## config.mk

```make
export PLATFORM = sky130hd
export DESIGN_NAME = u_mem_arb
export DESIGN_NICKNAME = d
export VERILOG_FILES = /design/src/rtl/rv_pkg.sv /design/src/rtl/u_tmo_cnt.sv /design/src/rtl/u_mem_arb.sv
export SDC_FILE = /design/constraint.sdc
export NUM_CORES = 1
export LEC_CHECK = 0
export CELL_PAD_IN_SITES_DETAIL_PLACEMENT = 1
export CELL_PAD_IN_SITES_GLOBAL_PLACEMENT = 2
export CORE_ASPECT_RATIO = 2
export CORE_MARGIN = 2
export CORE_UTILIZATION = 39
export CTS_CLUSTER_SIZE = 20
export DETAILED_ROUTE_END_ITERATION = 10
export DONT_BUFFER_PORTS = 1
export PLACE_DENSITY_LB_ADDON = 0.1
export REMOVE_ABC_BUFFERS = 1
export SLEW_MARGIN = 20
export SYNTH_ARGS = -nofsm -noshare
export SYNTH_HDL_FRONTEND = slang
export SYNTH_SLANG_ARGS = --single-unit
```

## constraint.sdc

```tcl
create_clock -name clk -period 2.1 [get_ports clk]
set_input_delay 0 -clock clk [delete_from_list [all_inputs] [get_ports clk]]
set_output_delay 0 -clock clk [all_outputs]
set_load 0.03 [all_outputs]
```

## src/rtl/rv_pkg.sv

```systemverilog
// Shared types for the IFU/LSU memory arbiter: FSM states, owner tags and the
// latched memory command.
package rv_pkg;

   localparam int unsigned ADR_W = 32;
   localparam int unsigned DAT_W = 32;
   localparam int unsigned BE_W  = 4;

   typedef enum logic [1:0] {
      IDLE,
      ADDR,
      DATA,
      RESP
   } arb_st_t;

   typedef enum logic {
      OWN_IFU,
      OWN_LSU
   } arb_own_t;

   typedef struct packed {
      logic [ADR_W-1:0] adr;
      logic [BE_W-1:0]  we;
      logic [DAT_W-1:0] wd;
      logic [BE_W-1:0]  re;
   } mem_cmd_t;

endpackage

```

## src/rtl/u_tmo_cnt.sv

```systemverilog
// Transaction watchdog: counts enabled cycles since clr and flags the cycle
// on which the TMO_CYC-th enabled cycle is reached.
module u_tmo_cnt #(
   parameter int unsigned TMO_CYC = 255
) (
   input  logic clk,
   input  logic rstn,
   input  logic clr,
   input  logic en,
   output logic expired
);

   localparam int unsigned CNT_W = (TMO_CYC < 2) ? 1 : $clog2(TMO_CYC);
   localparam logic [CNT_W-1:0] CNT_LAST = CNT_W'(TMO_CYC - 1);

   logic [CNT_W-1:0] cnt_q, cnt_d;

   // Counter parks on its last value so expiry stays asserted until cleared.
   assign expired = en && (cnt_q == CNT_LAST);

   always_comb begin
      cnt_d = cnt_q;
      if (clr) begin
         cnt_d = '0;
      end else if (en && !expired) begin
         cnt_d = cnt_q + CNT_W'(1);
      end
   end

   always_ff @(posedge clk or negedge rstn) begin
      if (!rstn) begin
         cnt_q <= '0;
      end else begin
         cnt_q <= cnt_d;
      end
   end

endmodule

```

## src/rtl/u_mem_arb.sv

```systemverilog
// Single-outstanding memory arbiter between instruction fetch (IFU) and
// load/store (LSU), LSU-priority with IFU anti-starvation and a response timeout.
module u_mem_arb
   import rv_pkg::*;
#(
   parameter int unsigned STARVE_MAX = 4,
   parameter int unsigned TMO_CYC    = 255
) (
   input  logic             clk,
   input  logic             rstn,
   input  logic             if_req,
   input  logic [ADR_W-1:0] if_adr,
   output logic             if_gnt,
   output logic             if_vld,
   output logic [DAT_W-1:0] if_rd,
   output logic             if_err,
   input  logic [ADR_W-1:0] lsu_a,
   input  logic [BE_W-1:0]  lsu_we,
   input  logic [DAT_W-1:0] lsu_wd,
   input  logic [BE_W-1:0]  lsu_re,
   output logic             lsu_vld,
   output logic [DAT_W-1:0] lsu_rd,
   output logic             lsu_err,
   output logic             mem_req,
   output logic [ADR_W-1:0] mem_adr,
   output logic [BE_W-1:0]  mem_we,
   output logic [DAT_W-1:0] mem_wd,
   output logic [BE_W-1:0]  mem_re,
   input  logic             mem_gnt,
   input  logic             mem_rvld,
   input  logic [DAT_W-1:0] mem_rdata
);

   localparam int unsigned SC_W = (STARVE_MAX < 1) ? 1 : $clog2(STARVE_MAX + 1);
   localparam logic [SC_W-1:0] SC_MAX = SC_W'(STARVE_MAX);

   arb_st_t          state_q, state_d;
   arb_own_t         own_q, own_d;
   mem_cmd_t         cmd_q, cmd_d;
   logic [SC_W-1:0]  starve_cnt_q, starve_cnt_d;
   logic             mem_req_q, mem_req_d;
   logic             if_gnt_q, if_gnt_d;
   logic             if_vld_q, if_vld_d;
   logic             if_err_q, if_err_d;
   logic [DAT_W-1:0] if_rd_q, if_rd_d;
   logic             lsu_vld_q, lsu_vld_d;
   logic             lsu_err_q, lsu_err_d;
   logic [DAT_W-1:0] lsu_rd_q, lsu_rd_d;

   logic             lsu_req;
   logic             grant;
   logic             tmo_en;
   logic             tmo_exp;
   logic             rsp_go;
   logic             rsp_err;
   logic [DAT_W-1:0] rsp_data;

   assign lsu_req = (|lsu_we) || (|lsu_re);
   assign tmo_en  = (state_q == ADDR) || (state_q == DATA);

   u_tmo_cnt #(
      .TMO_CYC (TMO_CYC)
   ) u_tmo (
      .clk     (clk),
      .rstn    (rstn),
      .clr     (grant),
      .en      (tmo_en),
      .expired (tmo_exp)
   );

   always_comb begin
      state_d      = state_q;
      own_d        = own_q;
      cmd_d        = cmd_q;
      starve_cnt_d = starve_cnt_q;
      if_gnt_d     = 1'b0;
      if_vld_d     = 1'b0;
      lsu_vld_d    = 1'b0;
      if_rd_d      = if_rd_q;
      if_err_d     = if_err_q;
      lsu_rd_d     = lsu_rd_q;
      lsu_err_d    = lsu_err_q;
      grant        = 1'b0;
      rsp_go       = 1'b0;
      rsp_err      = 1'b0;
      rsp_data     = '0;

      case (state_q)
         IDLE: begin
            if (if_req && (!lsu_req || (starve_cnt_q == SC_MAX))) begin
               grant        = 1'b1;
               own_d        = OWN_IFU;
               cmd_d.adr    = if_adr;
               cmd_d.we     = '0;
               cmd_d.wd     = '0;
               cmd_d.re     = '1;
               starve_cnt_d = '0;
               if_gnt_d     = 1'b1;
               state_d      = ADDR;
            end else if (lsu_req) begin
               grant     = 1'b1;
               own_d     = OWN_LSU;
               cmd_d.adr = lsu_a;
               cmd_d.we  = lsu_we;
               cmd_d.wd  = lsu_wd;
               // A combined write+read request is performed as a pure write.
               cmd_d.re  = (|lsu_we) ? BE_W'(0) : lsu_re;
               if (if_req && (starve_cnt_q != SC_MAX)) begin
                  starve_cnt_d = starve_cnt_q + SC_W'(1);
               end
               state_d = ADDR;
            end
         end
         ADDR: begin
            if (mem_gnt) begin
               state_d = DATA;
            end else if (tmo_exp) begin
               rsp_go  = 1'b1;
               rsp_err = 1'b1;
            end
         end
         DATA: begin
            if (mem_rvld) begin
               rsp_go   = 1'b1;
               rsp_data = mem_rdata;
            end else if (tmo_exp) begin
               rsp_go  = 1'b1;
               rsp_err = 1'b1;
            end
         end
         RESP: begin
            state_d = IDLE;
         end
         default: begin
            state_d = IDLE;
         end
      endcase

      // Completion (data or timeout) is steered to whoever owns the transaction.
      if (rsp_go) begin
         state_d = RESP;
         if (own_q == OWN_IFU) begin
            if_vld_d = 1'b1;
            if_rd_d  = rsp_data;
            if_err_d = rsp_err;
         end else begin
            lsu_vld_d = 1'b1;
            lsu_rd_d  = rsp_data;
            lsu_err_d = rsp_err;
         end
      end

      mem_req_d = (state_d == ADDR);
   end

   always_ff @(posedge clk or negedge rstn) begin
      if (!rstn) begin
         state_q      <= IDLE;
         own_q        <= OWN_IFU;
         cmd_q        <= '0;
         starve_cnt_q <= '0;
         mem_req_q    <= 1'b0;
         if_gnt_q     <= 1'b0;
         if_vld_q     <= 1'b0;
         if_rd_q      <= '0;
         if_err_q     <= 1'b0;
         lsu_vld_q    <= 1'b0;
         lsu_rd_q     <= '0;
         lsu_err_q    <= 1'b0;
      end else begin
         state_q      <= state_d;
         own_q        <= own_d;
         cmd_q        <= cmd_d;
         starve_cnt_q <= starve_cnt_d;
         mem_req_q    <= mem_req_d;
         if_gnt_q     <= if_gnt_d;
         if_vld_q     <= if_vld_d;
         if_rd_q      <= if_rd_d;
         if_err_q     <= if_err_d;
         lsu_vld_q    <= lsu_vld_d;
         lsu_rd_q     <= lsu_rd_d;
         lsu_err_q    <= lsu_err_d;
      end
   end

   assign if_gnt  = if_gnt_q;
   assign if_vld  = if_vld_q;
   assign if_rd   = if_rd_q;
   assign if_err  = if_err_q;
   assign lsu_vld = lsu_vld_q;
   assign lsu_rd  = lsu_rd_q;
   assign lsu_err = lsu_err_q;
   assign mem_req = mem_req_q;
   assign mem_adr = cmd_q.adr;
   assign mem_we  = cmd_q.we;
   assign mem_wd  = cmd_q.wd;
   assign mem_re  = cmd_q.re;

endmodule

```

==> results of run 1 <==
-- through the flow --
| step | utilization, % | cell area [sq um] | hold WS, ns |
|---|---|---|---|
| global placement | 41.2 | 6470 | -0.293 |
| floorplan | - | 6040 | -0.296 |
| detailed placement | 41.2 | 6470 | -0.293 |
-- cell families after synthesis --
family	after synthesis	synth area share, %
xor+xnor	4	0.562
fa+ha+maj	7	1.41
compound gates	159	23.7
flops	156	62.7
buf+inv	46	3.80
simple gates	83	7.57
mux	2	0.321
==> impl_metrics.tcl, run 1 <==
set metrics [dict create \
    cts_max_path_buffers 2 \
    synthTopCellsByArea "dfrtp_1 (63%), a22o_1 (14%), o221a_2 (5.8%)" \
    outcome "aborted with a tool error" \
    yosysTopAreaCell "dfrtp_1" \
    cts_buffers 17 \
    synth.yosys.warnings 0 \
    io_pins 283 \
    synthArstFlopShare_pct 100 \
    start_util_pct 39.7 \
    dp.cells 633 \
    synth_edf_count 0 \
    synth_area_sq_um 6230 \
    post_cts_buffers 0 \
    stop_stage "clock tree synthesis" \
    synth_seq_cells 156 \
    gp_congestion 0.778 \
    postSynthAreaPerCell_sq_um 13.6 \
    synth_cells 457 \
    ys_types 43 \
    cts_root_buf "clkbuf_16" \
    cts_max_level 4 \
    cts_hold_buf 134 \
    dpl_worst_slack_ns 0.179 \
    error_line "[ERROR RSZ-0060] Max buffer count reached." \
    io_buffers 0 \
    die_height_um 183 \
    post_cts_resized 0 \
    die_w_um 93.4 \
    synth_most_common_cell "dfrtp_1" \
    synth_top_area_share_pct 62.7 \
    rows 65 \
    cts_sinks 156 \
    synth-seq-area-share_pct 62.7 \
    hpwl_um 11100 \
    ys_dominant_reg_cell "dfrtp_1" \
    ys_top_cells_by_count "dfrtp_1 (156), a22o_1 (100), nand2b_1 (34), o221a_2 (32), clkbuf_1 (20)" \
]
==> inputs of run 2 (changes only) <==
CELL_PAD_IN_SITES_DETAIL_PLACEMENT = unset   (was 1)
CELL_PAD_IN_SITES_GLOBAL_PLACEMENT = unset   (was 2)
CORE_ASPECT_RATIO = unset   (was 2)
CORE_UTILIZATION = 25   (was 39)
CTS_CLUSTER_SIZE = unset   (was 20)
PLACE_DENSITY_LB_ADDON = 0.15   (was 0.1)
==> run 2 against run 1 <==
Net effect: the flow now finishes, with violations (hold timing); synthesized area unchanged; synthesized cell count unchanged.
==> impl_metrics.tcl, run 2 <==
set metrics [dict create \
    outcome "finished with violations" \
    violations "hold timing" \
    yosysTopAreaCell "dfrtp_1" \
    insertion_delay_ns 0.42 \
    peakVddDrop_mv 0.789 \
    ys_top_cells_by_count "dfrtp_1 (156), a22o_1 (100), nand2b_1 (34), o221a_2 (32), clkbuf_1 (20)" \
    cts_buffers 17 \
    antenna_found_initial 0 \
    synth_most_common_cell "dfrtp_1" \
    powerDensity_nw_per_um2 1700 \
    hp-class "input pin to asynchronous set/reset pin" \
    maxCapViolCount 0 \
    worst_pin_slew_ns 0.780 \
    num_vias 4572 \
    syn_to_final_growth_pct 38.6 \
    setup_ws_ns 0.304 \
    die_w_um 162 \
    io_pins 283 \
    drt_iter0_markers 385 \
    cts_hold_buf 143 \
    wirelength_um 18100 \
    synth.yosys.warnings 0 \
    cts_tree "done" \
    start_util_pct 25.5 \
    die_height_um 162 \
    max_freq_mhz 557 \
    grt_pass1_vias 5030 \
    synth-seq-area-share_pct 62.7 \
    antenna_left 0 \
    cts_root_buf "clkbuf_16" \
    synth_cells 457 \
    synth_edf_count 0 \
    synthTopCellsByArea "dfrtp_1 (63%), a22o_1 (14%), o221a_2 (5.8%)" \
    nFillCells 2341 \
    cts_max_level 4 \
    grt_pass1_wl_um 28200 \
    slew_viol_final 0 \
    cp-startpoint "state_q[1]" \
    crit_fanout 32 \
    rows 57 \
    drc 0 \
    setup_viol 0 \
    finalHoldViolations 156 \
    ys_dominant_reg_cell "dfrtp_1" \
    wl_per_cell_um 19.4 \
    final_cell_mix "dfrtp_1 (156), dlygate4sd3_1 (143), a22o_1 (100), nand2b_1 (34), o221a_2 (32)" \
    dpl_worst_slack_ns 0.338 \
    crit_required_ns 2.45 \
    worstSetupPathType "register to register" \
    drive_gt1_share_pct 14.3 \
    hpwl_um 10800 \
    crit_arrival_ns 2.14 \
    max_slew_margin_pct 47.5 \
    period_needed_ns 1.80 \
    io_buffers 0 \
    synthArstFlopShare_pct 100 \
    rsz0062_at_grt "no" \
    cts_sinks 156 \
    leakagePower_nw 3.79 \
    coreArea_sq_um 24400 \
    grt_max_degree 157 \
    cts_max_path_buffers 2 \
    ys_types 43 \
    dieArea_sq_um 26200 \
    synth_top_area_share_pct 62.7 \
    end_kind "register" \
    r2r_start "state_q[1]" \
    vias_per_cell 4.91 \
    antenna_cells 0 \
    startpoint_type "register" \
    fin_nets 742 \
    grt_usage_pct 13.7 \
    dr.pass1.iters 5 \
    fin_crit_sh_pct 85.5 \
    whs_ns -0.722 \
    synth_seq_cells 156 \
    synth_area_sq_um 6230 \
    clk_pin_slew_ns 0.07 \
    final_common_cell "dfrtp_1" \
    finClkSkew_ns 0.0107 \
    postSynthAreaPerCell_sq_um 13.6 \
    final_util_pct 35.4 \
    overflow 0 \
    gp_congestion 0.761 \
]
==> run 2: cell counts after synthesis <==
No cell type changed its count.
==> run 2: metrics by stage <==
step / setup TNS [ns] / power [mW] / instances / hold slack [ns] / area [sq um]
3_5_place_dp: 0 / 11.4 / 756 / -0.292 / 6610
3_3_place_gp: 0 / 11.3 / 756 / -0.292 / 6610
6_report: 0 / 14.7 / 931 / -0.722 / 8630
2_1_floorplan: -95.31 / 10.2 / 422 / -0.296 / 6040
5_1_grt: 0 / 15.5 / 931 / -0.752 / 8630
4_1_cts: 0 / 14.8 / 931 / -0.757 / 8630
==> run 2: worst paths after layout <==
check / to / slack, ns / depth (start not counted)
worst max-delay path: lsu_rd[1] / 0.30 / 6
worst min-delay path: lsu_rd[10] / -0.72 / 0
worst max register to register: lsu_rd[1] / 0.30 / 6
worst min register to register: starve_cnt_q[2] / 0.51 / 1
max in group asynchronous: mem_adr[23] / 2.56 / 0
min in group clk: starve_cnt_q[1] / 0.02 / 3
==> run 2: what timing repair did <==
item	4_1_cts	5_1_grt
gates resized for setup	0	0
endpoints found under the hold margin	304	156
buffers inserted	0	0
==> run 2: where the power goes <==
| part | switching (mW) | total, mW | internal, mW | leakage, nW |
|---|---|---|---|---|
| combinational | 1.61 | 3.57 | 1.97 | 1.57 |
| sequential | 3.67 | 8.01 | 4.34 | 1.93 |
| clock | 1.48 | 3.08 | 1.60 | 0.292 |
| total | 6.76 | 14.7 | 7.91 | 3.79 |
==> run 2: cell families (layout without fill, tap and decap cells) <==
group,after synthesis,in the layout,share of synthesized area [%]
compound gates,159,159,23.7
flops,156,156,62.7
simple gates,83,83,7.57
buf+inv,46,196,3.80
fa+ha+maj,7,7,1.41
xor+xnor,4,4,0.562
mux,2,2,0.321
==> run 2: final cells by class <==
class	count	area, sq um	share of cell area, %
clock inverter	15	168	1.94
tap	324	405	4.70
timing repair buffer	153	1560	18.0
sequential	156	3900	45.2
clock buffer	17	425	4.93
inverter	11	41.3	0.478
multi-input combinational	255	2130	24.7
==> run 2: routing by layer <==
metal | share of wire (%) | track usage [%] | vias up
li1 | - | - | 2011
met2 | 47 | 22.1 | 273
met1 | 41 | 17.1 | 2273
met5 | 0 | 0 | -
met4 | 1.6 | 4.63 | 0
met3 | 10 | 5.16 | 15
==> run 2: critical path, stage by stage, from the launching register on <==
cell and delay [ns]:
dfrtp_1 0.39, inv_1 0.08, ha_1 0.30, nand3_1 0.13, nor2_2 0.19, buf_4 0.40, a22o_1 0.23
Power figures use the tool's default switching activity.
==> inputs of run 3 (changes only) <==
CELL_PAD_IN_SITES_DETAIL_PLACEMENT = 0   (was unset)
CELL_PAD_IN_SITES_GLOBAL_PLACEMENT = 1   (was unset)
SETUP_SLACK_MARGIN = 0.3   (was unset)
==> run 3 against run 2 <==
Net effect: the flow still finishes with violations (hold timing); count of clock-buffer cells in the layout rose by 1; sequential share of layout area fell by 1.4 points; total power rose by 2.5%; non-clock buffer count rose by 13; critical endpoint is now if_rd[30]; largest power group unchanged.
==> impl_metrics.tcl, run 3 (synthesized netlist as in run 2, its figures left out) <==
set metrics [dict create \
    hp-class "input pin to asynchronous set/reset pin" \
    r2r_cells 8 \
    wirelength_um 18800 \
    cts_max_level 4 \
    whs_ns -0.730 \
    max_slew_margin_pct 53.3 \
    grt_pass1_vias 4858 \
    maxCapViolCount 0 \
    dieArea_sq_um 26200 \
    grt_max_degree 157 \
    dpl_cell_area_sq_um 6620 \
    overflow 0 \
    final_cell_mix "dfrtp_1 (156), dlygate4sd3_1 (142), a22o_1 (100), nand2b_1 (34), o221a_2 (32)" \
    end_kind "register" \
    crit_fanout 8 \
    cts_root_buf "clkbuf_16" \
    period_needed_ns 1.76 \
    num_vias 4610 \
    antenna_left 0 \
    fin_crit_sh_pct 84.0 \
    r2r_slack_ns 0.34 \
    setup_viol 0 \
    io_pins 283 \
    antenna_cells 0 \
    cts_max_path_buffers 2 \
    syn_to_final_growth_pct 42.9 \
    vias_per_cell 4.88 \
    finalHoldViolations 156 \
    leakagePower_nw 3.90 \
    grt_pass1_wl_um 27500 \
    cpPeakStageDelay_ns 0.43 \
    grt_usage_pct 13.5 \
    start_util_pct 25.5 \
    cts_buffers 17 \
    antenna_found_initial 0 \
    worstPathCellList "inv_2 -> ha_4 -> nand3_2 -> nor2_4 -> a41oi_4 -> buf_12 -> clkbuf_16 -> a22o_1" \
    coreArea_sq_um 24400 \
    die_height_um 162 \
    cp_num_buf_inv 3 \
    fin_nets 756 \
    finClkSkew_ns 0.0113 \
    rsz0062_at_grt "no" \
    insertion_delay_ns 0.42 \
    final_common_cell "dfrtp_1" \
    max_freq_mhz 567 \
    slew_viol_final 0 \
    power_mw 15.0 \
    gp_congestion 0.752 \
    powerDensity_nw_per_um2 1690 \
    crit_required_ns 2.40 \
    worst_pin_slew_ns 0.695 \
    cts_tree "done" \
    crit_cells 8 \
    dr.pass1.iters 4 \
    cts_sinks 156 \
    rows 57 \
    final_area_sq_um 8900 \
    io_buffers 0 \
    hpwl_um 10900 \
    die_w_um 162 \
    drc 0 \
    drive_gt1_share_pct 18.4 \
    cp_slowest_cell "dfrtp_1" \
    startpoint_type "register" \
    cp_top_family "flip-flops" \
    wl_per_cell_um 19.9 \
    crit_arrival_ns 2.07 \
    clk_pin_slew_ns 0.07 \
    drt_iter0_markers 295 \
    outcome "finished with violations" \
    peakVddDrop_mv 0.790 \
    worstSetupPathType "register to register" \
    violations "hold timing" \
]
run 3: cell count changes in the layout (fill, tap and decap cells not counted), moves of 3 or more:
cell       previous run  this run
clkbuf_16            17        20
inv_2                 0         3
ha_1                  7         4
buf_6                 0         6
ha_4                  0         3
inv_1                11         8
buf_4                 6         9
run 3: final timing paths:
check	from	endpoint
worst min-delay path	rstn	u_tmo.cnt_q[1]
worst min register to register	starve_cnt_q[2]	starve_cnt_q[2]
max in group asynchronous	rstn	mem_adr[19]
worst max-delay path	state_q[1]	if_rd[30]
worst max register to register	state_q[1]	if_rd[30]
min in group clk	if_req	u_tmo.cnt_q[1]
run 3: report_power, final:
| part | internal (mW) | switching (mW) |
|---|---|---|
| logic | 2.21 | 1.71 |
| clock network | 1.60 | 1.46 |
| registers | 4.34 | 3.72 |
| total | 8.15 | 6.88 |
run 3: layout make-up:
| class | instances | area [sq um] |
|---|---|---|
| Clock buffer | 18 | 429 |
| Clock inverter | 14 | 153 |
| Fill cell | 2372 | 15500 |
| Inverter | 11 | 41.3 |
| Multi-Input combinational cell | 256 | 2220 |
| Sequential cell | 156 | 3900 |
| Tap cell | 324 | 405 |
| Timing Repair Buffer | 166 | 1750 |
run 3: metrics by stage:
step / setup WS [ns] / TNS [ns] / hold slack (ns) / cells / utilization (%)
final: 0.335 / 0 / -0.730 / 945 / 36.5
after global routing: 0.285 / 0 / -0.758 / 945 / 36.5
after CTS: 0.292 / 0 / -0.753 / 928 / 35.3
after detailed placement: 0.240 / 0 / -0.291 / 756 / 27.1
after global placement: 0.287 / 0 / -0.290 / 756 / 27.1
after floorplan: -1.14 / -95.31 / -0.296 / 422 / -
run 3: repair_timing:
item	in CTS	in global routing
setup endpoints to repair	88	144
buffers inserted	1	8
hold endpoints to repair	304	159
gates cloned	0	6
hold buffers	139	3
pin swaps	2	5
resized for setup	3	23
run 3: routing by layer:
layer,wire length [um],vias to the layer above,track usage (%)
met5,0,-,0
li1,-,2045,-
met3,2090,21,5.98
met4,260,0,4.42
met2,8550,268,20.9
met1,7860,2276,16.8
==> inputs of run 4 (changes only) <==
clock period = 1.7 ns   (was 2.1 ns; I/O delays follow)
==> run 4 against run 3 <==
Net effect: the run ends with hold timing, setup timing left; critical path depth increased by 2; critical endpoint is now mem_adr[20]; via count is 11% higher; sequential power increased by 24%.
==> impl_metrics.tcl, run 4 (synthesized netlist as in run 2, its figures left out) <==
set metrics [dict create \
    dpl_worst_slack_ns -0.0237 \
    num_vias 5136 \
    cts_hold_buf 139 \
    rows 57 \
    die_height_um 162 \
    max_freq_mhz 576 \
    die_w_um 162 \
    insertion_delay_ns 0.42 \
    setup_viol 62 \
    clk_pin_slew_ns 0.07 \
    period_needed_ns 1.74 \
    antenna_cells 0 \
    io_buffers 0 \
    crit_arrival_ns 2.04 \
    worst_pin_slew_ns 0.540 \
    r2r_slack_ns -0.04 \
    multi_input_area_sq_um 3000 \
    finClkSkew_ns 0.0108 \
    crit_top_cell "buf_12" \
    cts_max_path_buffers 2 \
    power_mw 23.6 \
    rsz0062_at_grt "yes" \
    maxCapViolCount 0 \
    grtUsageMet3_pct 5.16 \
    dieArea_sq_um 26200 \
    setup_ws_ns -0.0373 \
    powerDensity_nw_per_um2 2150 \
    grt_pass1_wl_um 34200 \
    whs_ns -0.722 \
    rr_endpoint "mem_adr[20]" \
    cp_slowest_cell "dfrtp_1" \
    fin_crit_sh_pct 102 \
    cts_root_buf "clkbuf_16" \
    start_util_pct 25.5 \
    coreArea_sq_um 24400 \
    grt_max_degree 157 \
    hp-class "input pin to asynchronous set/reset pin" \
    antenna_left 0 \
    grt_usage_pct 17.1 \
    worstSetupPathType "register to register" \
    cts_buffers 17 \
    final_common_cell "dfrtp_1" \
    cts_tree "done" \
    r2r_start "state_q[0]" \
    crit_fanout 7 \
    peakVddDrop_mv 1.08 \
    final_cell_mix "dfrtp_1 (155), dlygate4sd3_1 (139), a22o_1 (100), buf_4 (36), nand2b_4 (33)" \
    io_pins 283 \
    vias_per_cell 5.01 \
    dpl_cell_area_sq_um 6850 \
    startpoint_type "register" \
    drc 0 \
    met2_usage_pct 28.2 \
    worstPathCellList "inv_2 -> ha_4 -> buf_12 -> buf_6 -> o31ai_4 -> buf_8 -> buf_12 -> buf_16 -> nand2b_4 -> o221a_4" \
    wl_per_cell_um 23.1 \
    regArea_sq_um 3910 \
    violations "hold timing, setup timing" \
    overflow 0 \
    wirelength_um 23700 \
    slew_viol_final 0 \
    cts_max_level 4 \
    max_slew_margin_pct 64.0 \
    final_area_sq_um 11000 \
    crit_required_ns 2.00 \
    drt_iter0_markers 315 \
    outcome "finished with violations" \
    syn_to_final_growth_pct 76.0 \
    r2r_cells 10 \
    use_met1_pct 21.8 \
    gp_congestion 0.736 \
    grt_pass1_vias 5576 \
    cpPeakStageDelay_ns 0.38 \
    cts_sinks 156 \
    fin_nets 838 \
    finalHoldViolations 156 \
    dr.pass1.iters 4 \
    busiest_layer "met2" \
    leakagePower_nw 4.91 \
    nFillCells 2183 \
    end_kind "register" \
    antenna_found_initial 0 \
    hpwl_um 11300 \
    drive_gt1_share_pct 37.0 \
]
run 4: cell types whose count changed in the layout (fill, tap and decap cells not counted), moves of 16 or more:
cell      change
nand2b_4     +33
buf_12       +16
nand2b_1     -33
buf_16       +20
buf_6        +16
buf_4        +27
o221a_2      -32
o221a_4      +32
run 4: worst max path at each step:
| stage | from | to | slack, ns | cells after the start |
|---|---|---|---|---|
| after global routing | u_tmo.cnt_q[0] | lsu_rd[7] | -0.1 | 10 |
| after global placement | u_tmo.cnt_q[0] | lsu_rd[0] | 0.002 | 8 |
| after floorplan | state_q[1] | if_rd[0] | -1.54 | 6 |
| final | state_q[0] | mem_adr[20] | -0.04 | 10 |
| after CTS | u_tmo.cnt_q[0] | if_rd[16] | -0.04 | 10 |
| after detailed placement | state_q[0] | if_rd[14] | -0.02 | 7 |
run 4: power breakdown:
part	internal [mW]	switching, mW
Sequential	5.36	4.62
Clock	2.23	1.80
Combinational	5.95	3.67
run 4: area by class of cell:
class | count | area share, %
clock inverter | 14 | 1.57
timing repair buffer | 244 | 27.5
tap | 324 | 3.70
inverter | 11 | 0.399
clock buffer | 17 | 3.88
multi-input combinational | 260 | 27.4
sequential | 156 | 35.6
run 4: through the flow:
| step | hold slack, ns | util, % | TNS (ns) | cells |
|---|---|---|---|---|
| 3_5_place_dp | -0.291 | 28.1 | -0.490 | 776 |
| 5_1_grt | -0.750 | 45.0 | -6.95 | 1026 |
| 6_report | -0.722 | 45.0 | -0.884 | 1026 |
| 2_1_floorplan | -0.296 | - | -151.31 | 422 |
| 3_3_place_gp | -0.291 | 28.1 | 0 | 776 |
| 4_1_cts | -0.751 | 42.9 | -0.625 | 1007 |
run 4: critical path: cells and delay by family, from the launching register on:
kind	cells	cell delay [ns]
buf+inv	6	0.79
simple gates	1	0.06
flops	1	0.38
fa+ha+maj	1	0.17
compound gates	2	0.20
run 4: layer usage:
layer / vias to the layer above / share of wire (%)
met1: 2635 / 41
met5: - / 0
met4: 0 / 1.1
li1: 2242 / -
met2: 242 / 49
met3: 17 / 7.9
run 4: timing repair:
| action | 4_1_cts | 5_1_grt |
|---|---|---|
| setup buffers | 37 | 12 |
| hold endpoints to repair | 307 | 156 |
| gates resized for setup | 131 | 50 |
| pin swaps | 59 | 19 |
| gates cloned | 24 | 7 |
| setup endpoints to repair | 150 | 156 |
